<file path="src/rtl/sweep_pkg.sv">
// +----------------------------------------------------------------------------+
// | sweep_pkg: shared types and constants for the truth-table sweeper          |
// | Rev 1.0 - initial release                                                  |
// +----------------------------------------------------------------------------+
`default_nettype none

package sweep_pkg;

  typedef enum logic [1:0] {
    IDLE   = 2'd0,
    SETTLE = 2'd1,
    SAMPLE = 2'd2,
    DONE   = 2'd3
  } state_t;

  localparam int         DEFAULT_N_IN      = 3;
  localparam int         TIMER_W           = 8;
  // Expected table for AB' + C'(A+B) with A=bit0, B=bit1, C=bit2.
  localparam logic [7:0] DEFAULT_EXP_TABLE = 8'h2E;

  function automatic int table_width(input int n_in);
    return 1 << n_in;
  endfunction

endpackage

`default_nettype wire

</file>
<file path="src/rtl/truth_table_sweeper_if.sv">
// +----------------------------------------------------------------------------+
// | truth_table_sweeper_if: control, function-drive and result signals         |
// | Rev 1.0 - initial release                                                  |
// +----------------------------------------------------------------------------+
`default_nettype none

interface truth_table_sweeper_if
  import sweep_pkg::*;
#(
  parameter int N_IN = DEFAULT_N_IN
);
  localparam int TW = table_width(N_IN);

  logic            start;
  logic            abort;
  logic            func_out;
  logic [N_IN-1:0] func_in;
  logic            busy;
  logic            done;
  logic [TW-1:0]   truth_table;
  logic [TW-1:0]   mismatch;
  logic            pass;

  modport master (
    output start, abort, func_out,
    input  func_in, busy, done, truth_table, mismatch, pass
  );

  modport slave (
    input  start, abort, func_out,
    output func_in, busy, done, truth_table, mismatch, pass
  );

endinterface

`default_nettype wire

</file>
<file path="src/rtl/settle_timer.sv">
// +----------------------------------------------------------------------------+
// | settle_timer: 8-bit loadable down-counter, expire flags the final count    |
// | Rev 1.0 - initial release                                                  |
// +----------------------------------------------------------------------------+
`default_nettype none

module settle_timer
  import sweep_pkg::*;
(
  input  wire logic               clk,
  input  wire logic               rst_n,
  input  wire logic               load,
  input  wire logic [TIMER_W-1:0] load_val,
  input  wire logic               dec,
  output logic                    expire
);

  logic [TIMER_W-1:0] count_q;

  always_ff @(posedge clk) begin
    if (!rst_n) begin
      count_q <= '0;
    end else if (load) begin
      count_q <= load_val;
    end else if (dec && (count_q != '0)) begin
      count_q <= count_q - TIMER_W'(1);
    end
  end

  assign expire = (count_q == TIMER_W'(1));

endmodule

`default_nettype wire

</file>
<file path="src/rtl/truth_table_sweeper.sv">
// +----------------------------------------------------------------------------+
// | truth_table_sweeper: steps a function through all inputs, captures and     |
// | compares its truth table. Rev 1.0 - initial release                        |
// +----------------------------------------------------------------------------+
`default_nettype none

module truth_table_sweeper
  import sweep_pkg::*;
#(
  parameter int                            N_IN          = DEFAULT_N_IN,
  parameter int                            SETTLE_CYCLES = 2,
  parameter logic [table_width(N_IN)-1:0]  EXP_TABLE     = DEFAULT_EXP_TABLE
)(
  input  wire logic              clk,
  input  wire logic              rst_n,
  truth_table_sweeper_if.slave   bus
);

  localparam int                 TW          = table_width(N_IN);
  localparam logic [N_IN-1:0]    LAST_IDX    = N_IN'(TW - 1);
  localparam logic [TIMER_W-1:0] SETTLE_LOAD = TIMER_W'(SETTLE_CYCLES);

  state_t          state_q;
  logic [N_IN-1:0] idx_q;
  logic [N_IN-1:0] func_in_q;
  logic            busy_q;
  logic            done_q;
  logic            pass_q;
  logic [TW-1:0]   tt_q;
  logic [TW-1:0]   mm_q;

  logic            accept;
  logic            aborting;
  logic            timer_load;
  logic            timer_dec;
  logic            timer_expire;
  logic [N_IN-1:0] idx_d;
  logic [TW-1:0]   tt_d;

  assign accept   = (state_q == IDLE) && bus.start && !bus.abort;
  assign aborting = busy_q && bus.abort;
  assign idx_d    = idx_q + N_IN'(1);

  always_comb begin
    tt_d        = tt_q;
    tt_d[idx_q] = bus.func_out;
  end

  // Reload on acceptance and on every non-final sample so each vector settles fully.
  assign timer_load = accept ||
                      ((state_q == SAMPLE) && !bus.abort && (idx_q != LAST_IDX));
  assign timer_dec  = (state_q == SETTLE) && !timer_expire;

  settle_timer u_settle_timer (
    .clk      (clk),
    .rst_n    (rst_n),
    .load     (timer_load),
    .load_val (SETTLE_LOAD),
    .dec      (timer_dec),
    .expire   (timer_expire)
  );

  always_ff @(posedge clk) begin
    if (!rst_n) begin
      state_q   <= IDLE;
      idx_q     <= '0;
      func_in_q <= '0;
      busy_q    <= 1'b0;
      done_q    <= 1'b0;
      pass_q    <= 1'b0;
      tt_q      <= '0;
      mm_q      <= '0;
    end else if (aborting) begin
      state_q   <= IDLE;
      func_in_q <= '0;
      busy_q    <= 1'b0;
      pass_q    <= 1'b0;
    end else begin
      case (state_q)
        IDLE: begin
          if (accept) begin
            state_q   <= SETTLE;
            idx_q     <= '0;
            func_in_q <= '0;
            busy_q    <= 1'b1;
            tt_q      <= '0;
            mm_q      <= '0;
            pass_q    <= 1'b0;
          end
        end
        SETTLE: begin
          if (timer_expire) begin
            state_q <= SAMPLE;
          end
        end
        SAMPLE: begin
          tt_q <= tt_d;
          // Results are registered with the final capture so they line up with done.
          if (idx_q == LAST_IDX) begin
            state_q <= DONE;
            busy_q  <= 1'b0;
            done_q  <= 1'b1;
            mm_q    <= tt_d ^ EXP_TABLE;
            pass_q  <= (tt_d == EXP_TABLE);
          end else begin
            idx_q     <= idx_d;
            func_in_q <= idx_d;
            state_q   <= SETTLE;
          end
        end
        DONE: begin
          done_q    <= 1'b0;
          func_in_q <= '0;
          state_q   <= IDLE;
        end
        default: begin
          state_q <= IDLE;
        end
      endcase
    end
  end

  assign bus.func_in     = func_in_q;
  assign bus.busy        = busy_q;
  assign bus.done        = done_q;
  assign bus.truth_table = tt_q;
  assign bus.mismatch    = mm_q;
  assign bus.pass        = pass_q;

endmodule

`default_nettype wire

</file>
<file path="src/flat_wrapper.sv">
// flat-port wrapper written by rule: the top's interface ports become plain ports
module truth_table_sweeper_flat import sweep_pkg::*;
#(
  parameter int                            N_IN          = DEFAULT_N_IN,
  parameter int                            SETTLE_CYCLES = 2,
  parameter logic [table_width(N_IN)-1:0]  EXP_TABLE     = DEFAULT_EXP_TABLE
)
  (clk, rst_n, bus_start, bus_abort, bus_func_out, bus_func_in, bus_busy, bus_done, bus_truth_table, bus_mismatch, bus_pass);
  truth_table_sweeper_if #(.N_IN(N_IN)) bus_i ();
  input  wire logic clk;
  input  wire logic rst_n;
  input wire logic [$bits(bus_i.start)-1:0] bus_start;
  input wire logic [$bits(bus_i.abort)-1:0] bus_abort;
  input wire logic [$bits(bus_i.func_out)-1:0] bus_func_out;
  output wire logic [$bits(bus_i.func_in)-1:0] bus_func_in;
  output wire logic [$bits(bus_i.busy)-1:0] bus_busy;
  output wire logic [$bits(bus_i.done)-1:0] bus_done;
  output wire logic [$bits(bus_i.truth_table)-1:0] bus_truth_table;
  output wire logic [$bits(bus_i.mismatch)-1:0] bus_mismatch;
  output wire logic [$bits(bus_i.pass)-1:0] bus_pass;
  assign bus_i.start = bus_start;
  assign bus_i.abort = bus_abort;
  assign bus_i.func_out = bus_func_out;
  assign bus_func_in = bus_i.func_in;
  assign bus_busy = bus_i.busy;
  assign bus_done = bus_i.done;
  assign bus_truth_table = bus_i.truth_table;
  assign bus_mismatch = bus_i.mismatch;
  assign bus_pass = bus_i.pass;
  truth_table_sweeper #(.N_IN(N_IN), .SETTLE_CYCLES(SETTLE_CYCLES), .EXP_TABLE(EXP_TABLE)) u_core (.clk(clk), .rst_n(rst_n), .bus(bus_i));
endmodule
</file>
<file path="config.mk">
export PLATFORM = sky130hd
export DESIGN_NAME = truth_table_sweeper_flat
export DESIGN_NICKNAME = d
export VERILOG_FILES = /design/src/rtl/sweep_pkg.sv /design/src/rtl/truth_table_sweeper_if.sv /design/src/rtl/settle_timer.sv /design/src/rtl/truth_table_sweeper.sv /design/src/flat_wrapper.sv
export SDC_FILE = /design/constraint.sdc
export NUM_CORES = 1
export LEC_CHECK = 0
export CORE_ASPECT_RATIO = 1.25
export CORE_MARGIN = 2
export CORE_UTILIZATION = 40
export CTS_BUF_LIST = sky130_fd_sc_hd__clkbuf_4
export CTS_CLUSTER_SIZE = 30
export DETAILED_ROUTE_END_ITERATION = 10
export SYNTH_ARGS = -nofsm -noshare
export SYNTH_HDL_FRONTEND = slang
export SYNTH_SLANG_ARGS = --single-unit
</file>
<file path="constraint.sdc">
create_clock -name clk -period 5 [get_ports clk]
set_input_delay 1.5 -clock clk [delete_from_list [all_inputs] [get_ports clk]]
set_output_delay 1.5 -clock clk [all_outputs]
set_load 0.02 [all_outputs]
</file>
==> results of run 1 <==
cells by family (layout without fill, tap and decap cells):
kind of cell | count (synthesis) | after routing | share of synthesized area [%]
compound gates | 57 | 57 | 20.6
buf+inv | 21 | 40 | 4.79
flops | 35 | 35 | 38.3
mux | 7 | 7 | 3.83
fa+ha+maj | 5 | 5 | 3.42
xor+xnor | 8 | 8 | 3.83
simple gates | 89 | 89 | 25.2
cells in the final DEF, fill, tap and decap left out, types with 2 or more instances in the layout:
cell type / netlist / final
nor2_1: 35 / 35
o21ai_1: 4 / 4
nand2_1: 11 / 11
clkdlybuf4s50_1: 0 / 26
ha_1: 5 / 5
a31oi_1: 2 / 2
nand3_1: 6 / 6
nand4b_1: 2 / 2
nor2b_1: 3 / 3
nand4_1: 2 / 2
a21o_1: 3 / 3
xor2_1: 7 / 7
dfxtp_1: 35 / 35
clkbuf_4: 0 / 7
o21bai_1: 2 / 2
o21ai_0: 5 / 5
o221a_1: 3 / 3
a22oi_1: 5 / 5
nor4_1: 2 / 2
a32oi_1: 2 / 2
nor3_1: 10 / 10
nor3b_1: 3 / 3
nand2b_1: 3 / 3
mux2i_1: 7 / 7
a21oi_1: 20 / 20
nand3b_1: 4 / 4
inv_1: 4 / 4
state kept, by name (all words and copies together) (netlist names):
| register | cells |
|---|---|
| u_core.bus.mismatch | 8 |
| u_core.bus.truth_table | 8 |
| u_core.u_settle_timer.count_q | 8 |
| u_core.bus.func_in | 3 |
| u_core.idx_q | 3 |
| u_core.state_q | 2 |
| u_core.bus.busy | 1 |
| u_core.bus.done | 1 |
| u_core.bus.pass | 1 |
metrics by stage:
step / instances / cell area (sq um) / hold WS, ns / setup slack (ns)
floorplan: 222 / 1830 / 0.502 / 2.29
global placement: 291 / 2100 / 0.448 / 1.75
detailed placement: 291 / 2100 / 0.451 / 1.71
CTS: 299 / 2150 / 0.472 / 2.04
global route: 299 / 2150 / 0.518 / 1.88
finish: 299 / 2150 / 0.467 / 2.02
worst reg2reg max path, stage by stage (launching register included):
cell and delay, ns:
dfxtp_1 0.76, ha_1 0.26, ha_1 0.34, nand2_1 0.14, a21oi_1 0.22, nand2_1 0.18, a22oi_1 0.22, nor2_1 0.06
power breakdown:
group | internal [uW] | leakage [uW] | switching [uW]
sequential | 288 | 0.000283 | 10.8
clock | 65.7 | 0.0000361 | 95.8
combinational | 31.2 | 0.000475 | 41.3
total | 384 | 0.000794 | 148
layout make-up:
cell class	count	area, sq um
clock inverter	1	5.00
tap	58	72.6
multi-input combinational	166	1040
inverter	6	22.5
timing repair buffer	26	260
clock buffer	7	52.6
sequential	35	701
fill	460	2240
worst paths after layout:
| path | from | endpoint | slack (ns) |
|---|---|---|---|
| setup / recovery | bus_abort | u_core.bus.mismatch[1]$_SDFFE_PN0P_ | 2.02 |
| hold / removal | u_core.bus.func_in[2]$_SDFFE_PP0P_ | u_core.bus.func_in[2]$_SDFFE_PP0P_ | 0.47 |
| setup reg to reg | u_core.idx_q[0]$_SDFFE_PN0P_ | u_core.bus.mismatch[1]$_SDFFE_PN0P_ | 2.73 |
| hold reg to reg | u_core.bus.func_in[2]$_SDFFE_PP0P_ | u_core.bus.func_in[2]$_SDFFE_PP0P_ | 0.47 |
routing by layer:
| layer | vias to the layer above | track usage, % | part of all wire (%) |
|---|---|---|---|
| met5 | - | 0 | 0 |
| met4 | 0 | 7.23 | 1.3 |
| met3 | 6 | 4.65 | 5.1 |
| met2 | 45 | 29.2 | 48 |
| met1 | 754 | 22.4 | 45 |
| li1 | 836 | - | - |
==> run metrics, run 1 <==
outcome complete, no violations; worst vdd ir 0.000126 V; largest net degree at the start of global routing 21; asr flop ratio synth 0%; die boundary height 79.6 microns; post-CTS setup buffers 0; cell accounting for the most synthesized area dfxtp_1; Num Clock Sinks 35; Tightest Hold Check Type flip-flop to flip-flop; WS Path Type input port to flip-flop; top post-synthesis cells by count dfxtp_1, nor2_1, a21oi_1, clkbuf_1, nand2_1; Crit path depth 6; CP Data Arrival Time 3.21 ns; DRT antenna net count 0; clk buf depth 2; Power, Total 532 uW; Setup crit start kind input port; initial antenna violation count 0; Slew HR 55.4%; Worst-Margin Slew 0.667 ns; WP buf/inv 1; CTS buffer count 5; die area 0.00513 sq mm; setup tns final 0 ns; syn nets 232; CP peak stage delay 0.55 ns; Final period util 59.7%; Cell Pwr Density 247 mW/mm^2; clk_skew 0.0132 ns; Final Hold Viols 0; CP Max Fanout 19; DRC viols 0; post-synth cell types 51; Synth Cell Area 0.00183 sq mm; Pins Over Slew Limit 0; Clk pin slew, worst setup/hold paths 0.11 ns; First-pass DRT Iterations 4; via count 1641; CP required 5.23 ns; Resize count post-CTS 0; syn_area_per_cell 8.24 sq um; fmax 335 MHz; clock latency on the worst-skew pair 0.34 ns; crit-path most repeated cell nor2_1; area grow syn2layout 17.8%; die extent in x 64.5 microns; CP endpoint kind flip-flop; HPWL Detailed 3.00 mm; Final Util 49.1%; vias in the first global route 1512; CTS HTree Levels 2; Top-Level Pins 27; Root Driver clkbuf_4; prevailing post-synth register cell dfxtp_1; Post-synth EDFFs 0; R2R depth 7; Leak 0.000794 uW; # port buffers 26; Tot GR Track Use 17.9%; Core Footprint 0.00439 sq mm; setup violators final 0; delay-heaviest family, CP compound AO/OA/AOI/OAI gates; Yosys Warn Count 0; WHS Path Cells 2; cell row count 27; unrepaired setup endpoints after global routing false; Worst path slowest cell a21o_1; post-synthesis sequential area ratio 38.3%; CTS tree yes; fin crit period 2.98 ns; First DRT Iteration DRCs 83; Critical Path, Cell by Cell clkdlybuf4s50_1 -> o21bai_1 -> a21o_1 -> nor2_1 -> a22oi_1 -> nor2_1; Final GP Congestion 0.837; Synth Register Bits 35; Post-Synthesis Cells 222; Congestion Overflow GR 0; initial core utilization 41.7%; Final nets 250; first-pass GRT wire length 7.19 mm; ANT cells 0; Area contributors post-synth dfxtp_1, nor2_1, a21oi_1, mux2i_1, ha_1; fraction of layout cells with a size suffix above 1 4.98%; Max Cap Violations 0; total wire length 4.32 mm; Yosys top cell area share 38.3%; Avg Vias per Cell 5.49; routed len/inst 14.4 microns; # hold bufs at CTS 0
Power figures use the tool's default switching activity.
==> inputs of run 2 (changes only) <==
==> constraint.sdc (replaced) <==
create_clock -name clk -period 2.55 [get_ports clk]
set_input_delay 0.765 -clock clk [delete_from_list [all_inputs] [get_ports clk]]
set_output_delay 0.765 -clock clk [all_outputs]
set_load 0.02 [all_outputs]
==> run metrics, run 2 (synthesis gave the netlist of run 1 again) <==
outcome complete, no violations (unchanged); HPWL Detailed 3.06 mm (was 3.00 mm); CP Max Fanout 6 (was 19); DRT antenna net count 0 (unchanged); Max Cap Violations 0 (unchanged); Worst path slowest cell clkdlybuf4s50_1 (was a21o_1); Fill cells 442 (was 460); unrepaired setup endpoints after global routing false (unchanged); most frequent cells in the layout nor2_1, dfxtp_1, clkdlybuf4s50_1, a21oi_1, nand2_1 (unchanged); routed len/inst 13.9 microns (was 14.4 microns); Core Footprint 0.00439 sq mm (unchanged); WHS Endpoint u_core.bus.func_in[2]$_SDFFE_PP0P_ (unchanged); CP peak stage delay 0.65 ns (was 0.55 ns); CP endpoint kind output port (was flip-flop); via count 1658 (was 1641); clk buf depth 2 (unchanged); CP required 1.79 ns (was 5.23 ns); worst r2r src u_core.idx_q[2]$_SDFFE_PN0P_ (was u_core.idx_q[0]$_SDFFE_PN0P_); Cell Pwr Density 474 mW/mm^2 (was 247 mW/mm^2); fin worst setup slack 0.321 ns (was 2.02 ns); setup tns final 0 ns (unchanged); fmax 449 MHz; Slew HR 60.6% (was 55.4%); Final Hold Viols 0 (unchanged); # hold bufs at CTS 0 (unchanged); HP Start u_core.bus.func_in[2]$_SDFFE_PP0P_ (unchanged); largest net degree at the start of global routing 20 (was 21); Clk pin slew, worst setup/hold paths 0.11 ns (about the same); First DRT Iteration DRCs 105 (was 83); Tot GR Track Use 17.9% (about the same); setup violators final 0 (unchanged); Final GP Congestion 0.833 (was 0.837); Avg Vias per Cell 5.42 (was 5.49); Leak 0.000828 uW (was 0.000794 uW); fraction of layout cells with a size suffix above 1 7.66% (was 4.98%); clk_skew 0.00633 ns (was 0.0132 ns); ANT cells 0 (unchanged); # port buffers 26 (unchanged); clock latency on the worst-skew pair 0.34 ns (about the same); CTS tree yes (unchanged); dpl ws 0.118 ns (was 1.71 ns); Final Util 50.3% (was 49.1%); Root Driver clkbuf_4 (unchanged); R2R Setup Slk 0.54 ns (was 2.73 ns); First-pass DRT Iterations 5 (was 4); Congestion Overflow GR 0 (unchanged); fin crit period 2.23 ns; Num Clock Sinks 35 (unchanged); initial core utilization 41.7% (unchanged); Final nets 257 (was 250); WS Path Type flip-flop to output port (was input port to flip-flop); die area 0.00513 sq mm (unchanged); WP buf/inv 1 (unchanged); vias in the first global route 1543 (was 1512); DRC viols 0 (unchanged); delay-heaviest family, CP buffers and inverters (was compound AO/OA/AOI/OAI gates); die boundary height 79.6 microns (unchanged); area grow syn2layout 20.7% (was 17.8%); Resize count post-CTS 0 (unchanged); Top-Level Pins 27 (unchanged); CTS HTree Levels 2 (unchanged); CP Data Arrival Time 1.46 ns (was 3.21 ns); total wire length 4.26 mm (was 4.32 mm); initial antenna violation count 0 (unchanged); Final period util 87.4%; final std cells w/o fill 306 (was 299); first-pass GRT wire length 7.13 mm (was 7.19 mm); Worst-Margin Slew 0.592 ns (was 0.667 ns); WHS Path Cells 2 (unchanged); post-CTS setup buffers 0 (unchanged); reg-to-reg endpoint u_core.bus.mismatch[3]$_SDFFE_PN0P_ (was u_core.bus.mismatch[1]$_SDFFE_PN0P_); die extent in x 64.5 microns (unchanged); Setup crit start kind flip-flop (was input port); DP Cell Count 298 (was 291); Tightest Hold Check Type flip-flop to flip-flop (unchanged); Critical Path, Cell by Cell clkdlybuf4s50_1 (was clkdlybuf4s50_1 -> o21bai_1 -> a21o_1 -> nor2_1 -> a22oi_1 -> nor2_1); worst vdd ir 0.000323 V (was 0.000126 V); CTS buffer count 5 (unchanged); Pins Over Slew Limit 0 (unchanged); cell row count 27 (unchanged); R2R depth 6 (was 7)
[run 2: cell count changes in the layout (fill, tap and decap cells not counted)]
cell / change
buf_4: +7
[run 2: per-stage QoR]
step / total power [uW] / hold slack [ns] / instance area, sq um
finish: 1050 / 0.469 / 2210
global placement: 746 / 0.446 / 2150
floorplan: 702 / 0.502 / 1830
CTS: 1060 / 0.469 / 2210
detailed placement: 746 / 0.453 / 2150
global route: 1090 / 0.486 / 2210
[run 2: worst max path at each step]
stage | from | endpoint | slack (ns) | depth (start not counted)
final | u_core.bus.truth_table[7]$_SDFFE_PN0P_ | bus_truth_table[7] | 0.32 | 1
after global routing | u_core.bus.truth_table[7]$_SDFFE_PN0P_ | bus_truth_table[7] | 0.28 | 1
after CTS | u_core.bus.truth_table[7]$_SDFFE_PN0P_ | bus_truth_table[7] | 0.31 | 1
after detailed placement | bus_start | u_core.bus.mismatch[3]$_SDFFE_PN0P_ | 0.12 | 6
after global placement | bus_start | u_core.bus.mismatch[6]$_SDFFE_PN0P_ | 0.07 | 5
after floorplan | bus_start | u_core.bus.truth_table[5]$_SDFFE_PN0P_ | 0.57 | 7
[run 2: worst reg2reg max path: cells and delay by family (launching register included)]
| kind | cells | cell delay (ns) |
|---|---|---|
| and+or+nand+nor | 3 | 0.36 |
| DFF | 1 | 0.68 |
| adders and majority gates | 1 | 0.43 |
| AOI/OAI and AO/OA | 2 | 0.44 |
[run 2: metal layers]
layer / vias to the layer above / part of all wire (%) / global-route usage (%)
li1: 850 / - / -
met1: 758 / 47 / 22.9
met2: 42 / 46 / 29.0
met3: 8 / 4.7 / 3.39
met4: 0 / 1.9 / 8.30
met5: - / 0 / 0
[run 2: final cells by class]
class | instances | area, sq um | share of cell area (%)
Clock buffer | 7 | 52.6 | 2.38
Clock inverter | 1 | 5.00 | 0.227
Inverter | 6 | 22.5 | 1.02
Multi-Input combinational cell | 166 | 1040 | 47.2
Sequential cell | 35 | 701 | 31.7
Tap cell | 58 | 72.6 | 3.29
Timing Repair Buffer | 33 | 313 | 14.2
[run 2: power breakdown]
group          internal, uW  switching [uW]  total [uW]
logic                  66.1            81.5         148
clock network           129             185         314
registers               564            20.9         585
total                   759             288        1050
